**config.mk**
```make
export PLATFORM = sky130hd
export DESIGN_NAME = spi_master_ctl
export DESIGN_NICKNAME = d
export VERILOG_FILES = /design/src/rtl/spi_pkg.sv /design/src/rtl/spi_clk_div.sv /design/src/rtl/spi_master_ctl.sv
export SDC_FILE = /design/constraint.sdc
export NUM_CORES = 1
export LEC_CHECK = 0
export ABC_CLOCK_PERIOD_IN_PS = 4730
export CAP_MARGIN = 20
export CELL_PAD_IN_SITES_DETAIL_PLACEMENT = 1
export CELL_PAD_IN_SITES_GLOBAL_PLACEMENT = 2
export CORE_MARGIN = 3
export CORE_UTILIZATION = 39
export CTS_CLUSTER_DIAMETER = 50
export DETAILED_ROUTE_END_ITERATION = 8
export MAX_ROUTING_LAYER = met4
export PLACE_DENSITY_LB_ADDON = 0.1
export SLEW_MARGIN = 20
export SYNTH_ARGS = -nofsm -noshare
export SYNTH_HDL_FRONTEND = slang
export SYNTH_SLANG_ARGS = --single-unit
```
**constraint.sdc**
```tcl
create_clock -name clk_i -period 4.73 [get_ports clk_i]
set_input_delay 0.473 -clock clk_i [delete_from_list [all_inputs] [get_ports clk_i]]
set_output_delay 0.473 -clock clk_i [all_outputs]
set_load 0.03 [all_outputs]
```
**src/rtl/spi_pkg.sv**
```systemverilog
// Shared types and constants for the SPI master controller.
// Loopback build option: SPI_LOOPBACK_EN.
package spi_pkg;

  localparam int WORD_W      = 32;
  localparam int CLK_DIV_DEF = 4;
  localparam int HALF_N      = 2 * WORD_W;

  typedef enum logic [2:0] {
    IDLE,
    SETUP,
    SHIFT,
    HOLD,
    DONE
  } state_t;

endpackage

```
**src/rtl/spi_clk_div.sv**
```systemverilog
// Half-period tick generator for the SPI master.
// Emits a one-cycle tick every DIV cycles while not cleared.
module spi_clk_div #(
  parameter int DIV = 4
) (
  input  logic clk,
  input  logic rst_n,
  input  logic clr,
  output logic tick
);

  localparam logic [7:0] LAST = 8'(DIV - 1);

  logic [7:0] cnt;

  // Free-running modulo-DIV counter, held at zero while cleared.
  always_ff @(posedge clk or negedge rst_n) begin
    if (!rst_n) begin
      cnt <= '0;
    end else if (clr || cnt == LAST) begin
      cnt <= '0;
    end else begin
      cnt <= cnt + 8'd1;
    end
  end

  assign tick = !clr && (cnt == LAST);

endmodule

```
**src/rtl/spi_master_ctl.sv**
```systemverilog
// Mode-0 SPI master: one 32-bit MSB-first transfer per start edge.
// Define SPI_LOOPBACK_EN to receive from mosi_o instead of miso_i.
module spi_master_ctl
  import spi_pkg::*;
#(
  parameter int CLK_DIV = CLK_DIV_DEF
) (
  input  logic              clk_i,
  input  logic              reset_i,
  input  logic [WORD_W-1:0] spi_data_i,
  input  logic              spi_start_i,
  input  logic [1:0]        spi_sel_i,
  output logic [WORD_W-1:0] spi_data_o,
  output logic              spi_done_o,
  output logic              busy_o,
  output logic              sclk_o,
  output logic              mosi_o,
  input  logic              miso_i,
  output logic [3:0]        cs_n_o
);

  localparam logic [5:0] LAST_HALF = 6'(HALF_N - 1);

  state_t            state;
  state_t            nxt;
  logic              start_q;
  logic              arm;
  logic              detect;
  logic              tick;
  logic              busy;
  logic              din;
  logic [1:0]        sel_q;
  logic [5:0]        half;
  logic [WORD_W-1:0] tx;
  logic [WORD_W-1:0] rx;

`ifdef SPI_LOOPBACK_EN
  wire unused_miso = miso_i;
  assign din = mosi_o;
`else
  assign din = miso_i;
`endif

  assign busy   = (state == SETUP) || (state == SHIFT) ||
                  (state == HOLD);
  assign busy_o = busy;
  assign detect = (state == IDLE) && spi_start_i &&
                  !start_q && arm;
  assign mosi_o     = tx[WORD_W-1];
  assign spi_done_o = (state == DONE);

  spi_clk_div #(
    .DIV (CLK_DIV)
  ) u_div (
    .clk   (clk_i),
    .rst_n (reset_i),
    .clr   (!busy),
    .tick  (tick)
  );

  // State register.
  always_ff @(posedge clk_i or negedge reset_i) begin
    if (!reset_i) state <= IDLE;
    else          state <= nxt;
  end

  // Next-state decode.
  always_comb begin
    nxt = state;
    unique case (state)
      IDLE:  if (detect) nxt = SETUP;
      SETUP: if (tick) nxt = SHIFT;
      SHIFT: if (tick && half == LAST_HALF) nxt = HOLD;
      HOLD:  if (tick) nxt = DONE;
      DONE:  if (!spi_start_i) nxt = IDLE;
      default: nxt = IDLE;
    endcase
  end

  // Chip select follows the latched index while busy.
  always_comb begin
    cs_n_o = 4'hF;
    if (busy) cs_n_o[sel_q] = 1'b0;
  end

  // Start edge tracking, shift registers and sclk generation.
  // arm stays low after reset until start is seen low once.
  always_ff @(posedge clk_i or negedge reset_i) begin
    if (!reset_i) begin
      start_q    <= 1'b0;
      arm        <= 1'b0;
      sclk_o     <= 1'b0;
      sel_q      <= '0;
      half       <= '0;
      tx         <= '0;
      rx         <= '0;
      spi_data_o <= '0;
    end else begin
      start_q <= spi_start_i;
      if (!spi_start_i) arm <= 1'b1;
      if (detect) begin
        tx     <= spi_data_i;
        sel_q  <= spi_sel_i;
        rx     <= '0;
        half   <= '0;
        sclk_o <= 1'b0;
      end
      if (state == SHIFT && tick) begin
        sclk_o <= ~sclk_o;
        half   <= half + 6'd1;
        if (!sclk_o) begin
          rx <= {rx[WORD_W-2:0], din};
        end else if (half != LAST_HALF) begin
          tx <= {tx[WORD_W-2:0], 1'b0};
        end
      end
      if (state == HOLD && tick) spi_data_o <= rx;
    end
  end

endmodule
```
==> reports/metrics.cfg, run 1 <==
[cts]
cts.sinks=118
clock_latency_ns=0.41
numCtsBuffers=17
clockRootBuffer=clkbuf_16
post_cts_resized=0
clkTransAtPathRegs_ns=0.05
clock_path_buffers=2
htree_levels=4
cts_tree=built

[logic_synthesis]
yosys-top-cells-count=dfrtp_1, mux2_2, nand2_1, o21ai_0, nor2_1
synth_seq_cells=118
post-synth-top-count-cell=dfrtp_1
yosysWarnings=0
synth_enable_flop_cells=0
synth_top_area_share_pct=57.16
syn-instance-count=417
synth_flop_cell=dfrtp_1
syn_nets=457
yosys.area.top_type=dfrtp_1
synth_area_per_cell_sq_um=12.39
synth.area.top_cells=dfrtp_1, mux2_2, nand2_1
ys_seq_area_share_pct=57.16
synth.distinct_cells=41
syn_area_sq_um=5166
synth-async-reset-ratio_pct=100.0

[placed_design]
dp_cells=648
place.gp.congestion=0.7738
postPlaceCellArea_sq_um=6041
hpwl_mm=6.847
numPortBuffers=77

[global_route]
grt_use_total_pct=16.25
antenna_found_initial=0
overflow=0
grt_max_degree=74
first_global_vias=3626
grt_pass1_wl_mm=17.97

[critical_path]
slowest_stage=clkdlybuf4s50_1
path_cells=nor2_1 > or2_2 > or3_1 > clkdlybuf4s50_1
required_ns=4.26
critPathTopFamily=simple AND/OR/NAND/NOR gates
cpPeakStageDelay_ns=0.60
crit_fanout=7
worst_setup_path_start_kind=flip-flop
cp_data_arrival_time_ns=2.26
end_kind=primary output
worstSetupPathType=flip-flop to primary output
path_buf_inv=1

[routing]
firstDrtPassIters=4
drtIter0Drc=199
routed_wl_mm=10.62
vias=3369
detail_route.vias_per_cell=4.969
drtAntennaViolNets=0
drc=0
wire_per_inst_microns=15.67

[floorplan]
start_util_pct=40.44
io_pins=78
rows=41
die-area_sq_um=14660
die_x_microns=121.1
die_h_microns=121.1
core_region_area_sq_um=12770

[layout]
drive_gt1_share_pct=25.30
synthToLayoutAreaGrowth_pct=27.42
instances_no_fill=678
insertedDiodeCount=0
fin_nets=536
design_area_sq_um=6583

[sta]
tns_ns=0
fin_crit_ns=2.728
hold_ws_ns=0.4179
max_slew_margin_pct=30.99
setup_viol=0
rsz0062_at_grt=no
post-route-period-util_pct=57.68
hold_viol=0
worst_pin_slew_ns=1.035
worst_clock_skew_ns=0.004858
slew_viol_final=0
fmax_mhz=366.5

[flow_run]
drv_cap=0

[pwr]
ir_drop_uv=239.9
power.density_nw_per_um2=634.0
p_leak_nw=2.928

[outcome]
run_status=finished, final reports clean

[min_path]
min_path_type=input pin to async pin

## cell type report
type                            count  area, sq um
Clock buffer                       24        481.7
Clock inverter                      5        50.05
Fill cell                        1308         6191
Inverter                            4        15.01
Multi-Input combinational cell    273         2059
Sequential cell                   118         2953
Tap cell                          172        215.2
Timing Repair Buffer               82        808.3
## metrics by stage
step	total power, mW	utilization (%)	worst slack (ns)
floorplan	2.540	-	2.906
global placement	2.973	47.29	2.087
detailed placement	3.043	47.29	2.005
CTS	4.249	51.53	1.970
global route	4.452	51.53	1.844
finish	4.173	51.53	2.002
## cell families (layout without fill, tap and decap cells)
group | count (synthesis) | count (layout) | synth area share (%)
muxes | 98 | 98 | 21.70
buffers and inverters | 26 | 115 | 3.149
AOI/OAI and AO/OA | 43 | 43 | 4.505
xor gates and xnor gates | 8 | 8 | 1.356
DFF | 118 | 118 | 57.16
adders and majority gates | 2 | 2 | 0.4843
and+or+nand+nor | 122 | 122 | 11.65
## path summary, 6_finish.rpt
kind	depth (start not counted)	start	to	slack [ns]
setup / recovery	4	state[0]$_DFFE_PN0P_	cs_n_o[0]	2.00
hold / removal	2	reset_i	u_div.cnt[1]$_DFF_PN0_	0.42
setup reg to reg	4	u_div.cnt[0]$_DFF_PN0_	rx[3]$_DFF_PN0_	2.32
hold reg to reg	1	arm$_DFFE_PN0N_	arm$_DFFE_PN0N_	0.48
max in group asynchronous	3	reset_i	rx[17]$_DFF_PN0_	3.40
min in group clk_i	1	arm$_DFFE_PN0N_	arm$_DFFE_PN0N_	0.48
## metal layers
layer | vias up | GRT usage, % | share of wire, %
met2 | 73 | 23.90 | 47
met4 | 0 | 7.578 | 2.3
met5 | - | - | 0
met3 | 21 | 5.501 | 5.4
met1 | 1685 | 20.30 | 45
li1 | 1590 | - | -
## placed cells by master (no fill, tap or decap), types with 2 or more instances in the layout
master / n
nor3b_1: 2
and3_1: 4
xor2_1: 6
mux2_2: 83
mux2_1: 9
mux2_4: 5
nand3_1: 11
clkbuf_1: 4
o21ai_0: 36
nor2_1: 14
nand2_1: 69
buf_4: 5
ha_1: 2
inv_1: 4
clkinv_2: 4
nand2b_1: 4
and2_1: 3
xnor2_1: 2
dfrtp_1: 118
clkbuf_8: 3
clkbuf_16: 17
clkdlybuf4s50_1: 76
## sequential cells by signal, indices dropped and copies added (netlist names)
name,flops
sel_q,2
arm,1
sclk_o,1
u_div.cnt,8
half,6
spi_data_o,32
tx,32
start_q,1
rx,32
state,3
## what timing repair did
action                                 CTS  global route
buffers inserted                         0             0
hold buffers                             1             0
endpoints found under the hold margin    5             0
## power by group
group / switching [mW] / internal, mW / total (mW)
Combinational: 0.635 / 0.669 / 1.30
Sequential: 0.286 / 1.42 / 1.71
Clock: 0.414 / 0.749 / 1.16
No activity file was read; power rests on OpenSTA's default activity.
==> run 2, diff against run 1 <==
Settings changed: ABC_CLOCK_PERIOD_IN_PS 4730 to 2250, CORE_UTILIZATION 39 to 33.
Clock period 4.73 ns to 2.25 ns, I/O delays scaled along.
==> reports/metrics.cfg, run 2 (synthesis results as in run 1) <==
[cts]
clock_latency_ns=0.41  ; about the same
clkTransAtPathRegs_ns=0.06  ; about the same
cts_tree=built
clockRootBuffer=clkbuf_16
clock_path_buffers=2  ; unchanged
htree_levels=4  ; unchanged
numCtsBuffers=17  ; unchanged
cts.sinks=118  ; unchanged

[global_route]
antenna_found_initial=0  ; unchanged
grt_pass1_wl_mm=19.20  ; +6.9%
grt_use_total_pct=14.25  ; -2.0 points
first_global_vias=3755  ; +3.6%
grt_most_used_layer=met2
grt_util_met2_pct=21.54  ; -2.4 points
grt_max_degree=53  ; -28%
gr-usage-met1_pct=17.59  ; -2.7 points
grtUsageMet3_pct=5.054  ; -0.45 points
overflow=0  ; unchanged

[sta]
max_slew_margin_pct=63.51  ; +33 points
hold_viol=0  ; unchanged
fmax_mhz=470.9
worst_pin_slew_ns=0.5473  ; -0.4878 ns
fin_ws_ns=0.1264  ; -1.875 ns
tns_ns=0  ; unchanged
post-route-period-util_pct=94.38
rsz0062_at_grt=no
setup_viol=0  ; unchanged
slew_viol_final=0  ; unchanged
hold_ws_ns=0.3261  ; -0.09182 ns
fin_crit_ns=2.124
worst_clock_skew_ns=0.005955  ; +0.001097 ns

[placed_design]
postPlaceCellArea_sq_um=6200  ; +2.6%
numPortBuffers=77  ; unchanged
hpwl_mm=7.446  ; +8.7%
pre_cts_ws_ns=-0.09494  ; -2.100 ns
place.gp.congestion=0.7254  ; -6.3%
dp_cells=695  ; +7.3%

[pwr]
total_power_mw=9.459  ; +130%
ir_drop_uv=579.1  ; +140%
power.density_nw_per_um2=1373  ; +120%
p_leak_nw=3.038  ; +3.8%

[critical_path]
end_kind=primary output
crit_fanout=6  ; -1
required_ns=2.03  ; -2.23 ns
worstSetupPathType=flip-flop to primary output
r2r_start=u_div.cnt[0]$_DFF_PN0_
worst_setup_path_start_kind=flip-flop
cp_data_arrival_time_ns=1.90  ; -0.36 ns
crit_start=state[1]$_DFFE_PN0P_

[routing]
firstDrtPassIters=4  ; unchanged
detail_route.vias_per_cell=4.673  ; -6.0%
vias=3402  ; +0.98%
drtAntennaViolNets=0  ; unchanged
drc=0  ; unchanged
drtIter0Drc=122  ; -39%
routed_wl_mm=11.14  ; +4.9%
wire_per_inst_microns=15.30  ; -2.3%

[min_path]
min_path_type=input pin to async pin

[layout]
layout_commonest_cell=dfrtp_1
regArea_sq_um=2954  ; about the same
largestRegisters=rx: 32 flops, spi_data_o: 32 flops, tx: 32 flops
multi_input_area_sq_um=2062  ; +0.12%
design_area_sq_um=6890  ; +4.7%
instances_no_fill=728  ; +7.4%
fin_nets=544  ; +1.5%
fin_util_pct=45.16  ; -6.4 points
insertedDiodeCount=0  ; unchanged
synthToLayoutAreaGrowth_pct=33.37
mostFrequentLayoutCells=dfrtp_1, mux2_2, clkdlybuf4s50_1
drive_gt1_share_pct=28.05  ; +2.7 points
nFillCells=1610  ; +23%

[floorplan]
io_pins=78  ; unchanged
rows=45  ; +9.8%
die_x_microns=131.1  ; +8.3%
die-area_sq_um=17190  ; +17%
start_util_pct=33.86  ; -6.6 points
die_h_microns=131.1  ; +8.3%
core_region_area_sq_um=15260  ; +19%

[outcome]
run_status=finished, final reports clean

[flow_run]
drv_cap=0  ; unchanged

==> run 2: cell types whose count changed in the layout (fill, tap and decap cells not counted), sizes merged <==
cell and change:
dlygate4sd2 +5, buf +8, clkinvlp +3, clkbuf -5
bufinv +5, clkdlybuf4s50 -5
==> run 2: path summary, 6_finish.rpt <==
path | slack (ns) | depth (start not counted) | to
max reg2reg | 0.17 | 6 | tx[18]$_DFF_PN0_
min in group clk_i | 0.35 | 1 | start_q$_DFF_PN0_
max | 0.13 | 4 | cs_n_o[0]
min reg2reg | 0.49 | 1 | tx[1]$_DFF_PN0_
min | 0.33 | 2 | u_div.cnt[7]$_DFF_PN0_
max in group asynchronous | 1.25 | 3 | tx[6]$_DFF_PN0_
==> run 2: power by group <==
| part | internal [mW] | total, mW | switching (mW) |
|---|---|---|---|
| clock network | 2.13 | 3.11 | 0.982 |
| logic | 1.41 | 2.76 | 1.35 |
| registers | 2.99 | 3.59 | 0.603 |
| total | 6.53 | 9.46 | 2.93 |
==> run 2: area by class of cell <==
cell class	count	area share (%)
clock inverter	13	3.287
multi-input combinational	273	29.93
tap	211	3.831
sequential	118	42.87
timing repair buffer	90	13.29
clock buffer	19	6.573
inverter	4	0.2179
==> run 2: routing by layer <==
metal	vias up	part of all wire [%]
met4	0	1.7
met5	-	0
met3	17	5.7
li1	1612	-
met1	1704	45
met2	69	47
==> run 2: timing repair <==
item,in CTS,in global routing
endpoints found under the hold margin,33,0
hold buffers,1,0
setup buffers,0,0
gates resized for setup,6,2
setup endpoints to repair,6,6
cloned,0,0
==> run 2: worst max-delay path, cell delays in order, from the launching register on <==
cell and delay, ns:
dfrtp_2 0.42, nor2_2 0.08, or2_2 0.33, or3_1 0.31, dlygate4sd2_1 0.36
==> run 3, diff against run 2 <==
Settings changed: SETUP_SLACK_MARGIN set to 0.1.
==> reports/metrics.cfg, run 3 (synthesis results as in run 1) <==
[outcome]
run_status=finished, final reports clean

[placed_design]
hpwl_mm=7.446  ; unchanged
place.gp.congestion=0.7254  ; unchanged
numPortBuffers=77  ; unchanged
dp_cells=695  ; unchanged

[cts]
cts_tree=built
clock_path_buffers=2  ; unchanged
cts.sinks=118  ; unchanged
htree_levels=4  ; unchanged
clock_latency_ns=0.41  ; about the same
numCtsBuffers=17  ; unchanged
clockRootBuffer=clkbuf_16
clkTransAtPathRegs_ns=0.06  ; about the same

[critical_path]
r2r_end=tx[18]$_DFF_PN0_
path_buf_inv=1  ; unchanged
worstSetupPathType=flip-flop to primary output
critPathTopFamily=simple AND/OR/NAND/NOR gates
worst_setup_path_start_kind=flip-flop
rrSetupSlack_ns=0.18  ; about the same
required_ns=2.03  ; about the same
crit_fanout=6  ; unchanged
cp_data_arrival_time_ns=1.94  ; +0.04 ns
cpPeakStageDelay_ns=0.44  ; +0.02 ns
slowest_stage=dfrtp_2
r2r_start=state[2]$_DFFE_PN0P_
rr_worst_depth=5  ; -1
path_cells=nor2_4 > or2_2 > or3_1 > dlygate4sd2_1
end_kind=primary output

[global_route]
grt_max_degree=53  ; unchanged
antenna_found_initial=0  ; unchanged
grt_use_total_pct=14.25  ; unchanged
grt_pass1_wl_mm=19.20  ; unchanged
overflow=0  ; unchanged
first_global_vias=3755  ; unchanged

[routing]
firstDrtPassIters=4  ; unchanged
drtIter0Drc=115  ; -5.7%
vias=3462  ; +1.8%
drc=0  ; unchanged
routed_wl_mm=11.52  ; +3.4%
detail_route.vias_per_cell=4.697  ; +0.52%
wire_per_inst_microns=15.64  ; +2.2%
drtAntennaViolNets=0  ; unchanged

[layout]
synthToLayoutAreaGrowth_pct=35.09
layout_commonest_cell=dfrtp_1
mostFrequentLayoutCells=dfrtp_1, mux2_2, clkdlybuf4s50_1
nFillCells=1604  ; -0.37%
instances_no_fill=737  ; +1.2%
drive_gt1_share_pct=29.47  ; +1.4 points
regArea_sq_um=2954  ; unchanged
fin_nets=553  ; +1.7%
multi_input_area_sq_um=2087  ; +1.2%
insertedDiodeCount=0  ; unchanged
largestRegisters=rx: 32 flops, spi_data_o: 32 flops, tx: 32 flops

[pwr]
p_leak_nw=3.091  ; +1.8%
combPwrFrac_pct=29.7  ; +0.5 points
switchingPower_mw=2.976  ; +1.5%
ir_drop_uv=572.3  ; -1.2%
internal-power_mw=6.568  ; +0.60%
power_frac_seq_pct=37.7  ; -0.3 points
power.density_nw_per_um2=1367  ; -0.39%
switching_share_pct=31.18  ; +0.20 points
clkPwrFrac_pct=32.6  ; -0.3 points

[sta]
worst_clock_skew_ns=0.005608  ; -0.0003476 ns
hold_viol=0  ; unchanged
post-route-period-util_pct=96.32  ; +1.9 points
max_slew_margin_pct=64.74  ; +1.2 points
worst_pin_slew_ns=0.5289  ; -0.01845 ns
rsz0062_at_grt=yes
setup_viol=0  ; unchanged
slew_viol_final=0  ; unchanged
fin_crit_ns=2.167  ; +0.04358 ns
hold_ws_ns=0.3317  ; +0.005581 ns
fmax_mhz=461.4  ; -2.0%
tns_ns=0  ; unchanged

[floorplan]
die-area_sq_um=17190  ; unchanged
die_h_microns=131.1  ; unchanged
io_pins=78  ; unchanged
start_util_pct=33.86  ; unchanged
rows=45  ; unchanged
core_region_area_sq_um=15260  ; unchanged
die_x_microns=131.1  ; unchanged

[flow_run]
drv_cap=0  ; unchanged

[min_path]
min_path_type=input pin to async pin

-- run 3: cell types whose count changed in the layout (fill, tap and decap cells not counted), sizes merged --
| cell | previous run | this run |
|---|---|---|
| buf | 13 | 21 |
| clkbuf | 19 | 20 |
| clkdlybuf4s50 | 71 | 70 |
| nand2b | 5 | 6 |
-- run 3: worst reg2reg max path: stages (launching register included) --
cell	delay, ns
dfrtp_1	0.45
nand4bb_1	0.40
nand2b_4	0.33
buf_12	0.18
mux2_1	0.32
mux2_2	0.27
-- run 3: cell type report --
cell class	instances	share of cell area, %
clock buffer	19	6.490
clock inverter	13	3.245
inverter	4	0.2151
multi-input combinational	274	29.90
sequential	118	42.33
tap	211	3.783
timing repair buffer	98	14.04
-- run 3: per-layer routing --
layer	global-route usage [%]	part of all wire, %	vias to the layer above
li1	-	-	1637
met1	17.59	46	1737
met2	21.54	47	71
met3	5.054	5.6	17
met4	5.601	1.6	0
met5	-	0	-
-- run 3: worst max-delay path by stage --
| stage | endpoint | startpoint | cells after the start | slack [ns] |
|---|---|---|---|---|
| global route | cs_n_o[0] | state[1]$_DFFE_PN0P_ | 4 | -0.001 |
| finish | cs_n_o[0] | state[1]$_DFFE_PN0P_ | 4 | 0.08 |
| global placement | rx[8]$_DFF_PN0_ | spi_start_i | 7 | 0.06 |
| CTS | cs_n_o[0] | state[1]$_DFFE_PN0P_ | 4 | 0.04 |
| detailed placement | rx[7]$_DFF_PN0_ | spi_start_i | 7 | -0.09 |
| floorplan | tx[26]$_DFF_PN0_ | u_div.cnt[0]$_DFF_PN0_ | 6 | 0.44 |
-- run 3: power groups by stage --
stage / combinational (mW) / sequential (mW) / clock, mW
6_report: 2.83 / 3.60 / 3.11
5_1_grt: 3.12 / 3.74 / 3.30
4_1_cts: 2.82 / 3.61 / 3.20
3_5_place_dp: 2.84 / 3.63 / 0
3_3_place_gp: 2.75 / 3.60 / 0
2_1_floorplan: 1.48 / 3.86 / 0
-- run 3: timing repair --
action / in CTS / in global routing
endpoints found under the setup margin: 6 / 51
hold buffers: 1 / 0
endpoints found under the hold margin: 33 / 0
resized for setup: 7 / 6
gates cloned: 0 / 1
setup buffers: 0 / 8
-- run 3: per-stage QoR --
| stage | setup slack, ns | power [mW] | util (%) | instance area (sq um) |
|---|---|---|---|---|
| after global placement | 0.05983 | 6.355 | 40.63 | 6200 |
| after detailed placement | -0.09494 | 6.466 | 40.63 | 6200 |
| after global routing | -0.001454 | 10.16 | 45.74 | 6979 |
| after floorplan | 0.4371 | 5.339 | - | 5166 |
| final | 0.08282 | 9.544 | 45.74 | 6979 |
| after CTS | 0.04261 | 9.625 | 45.12 | 6884 |
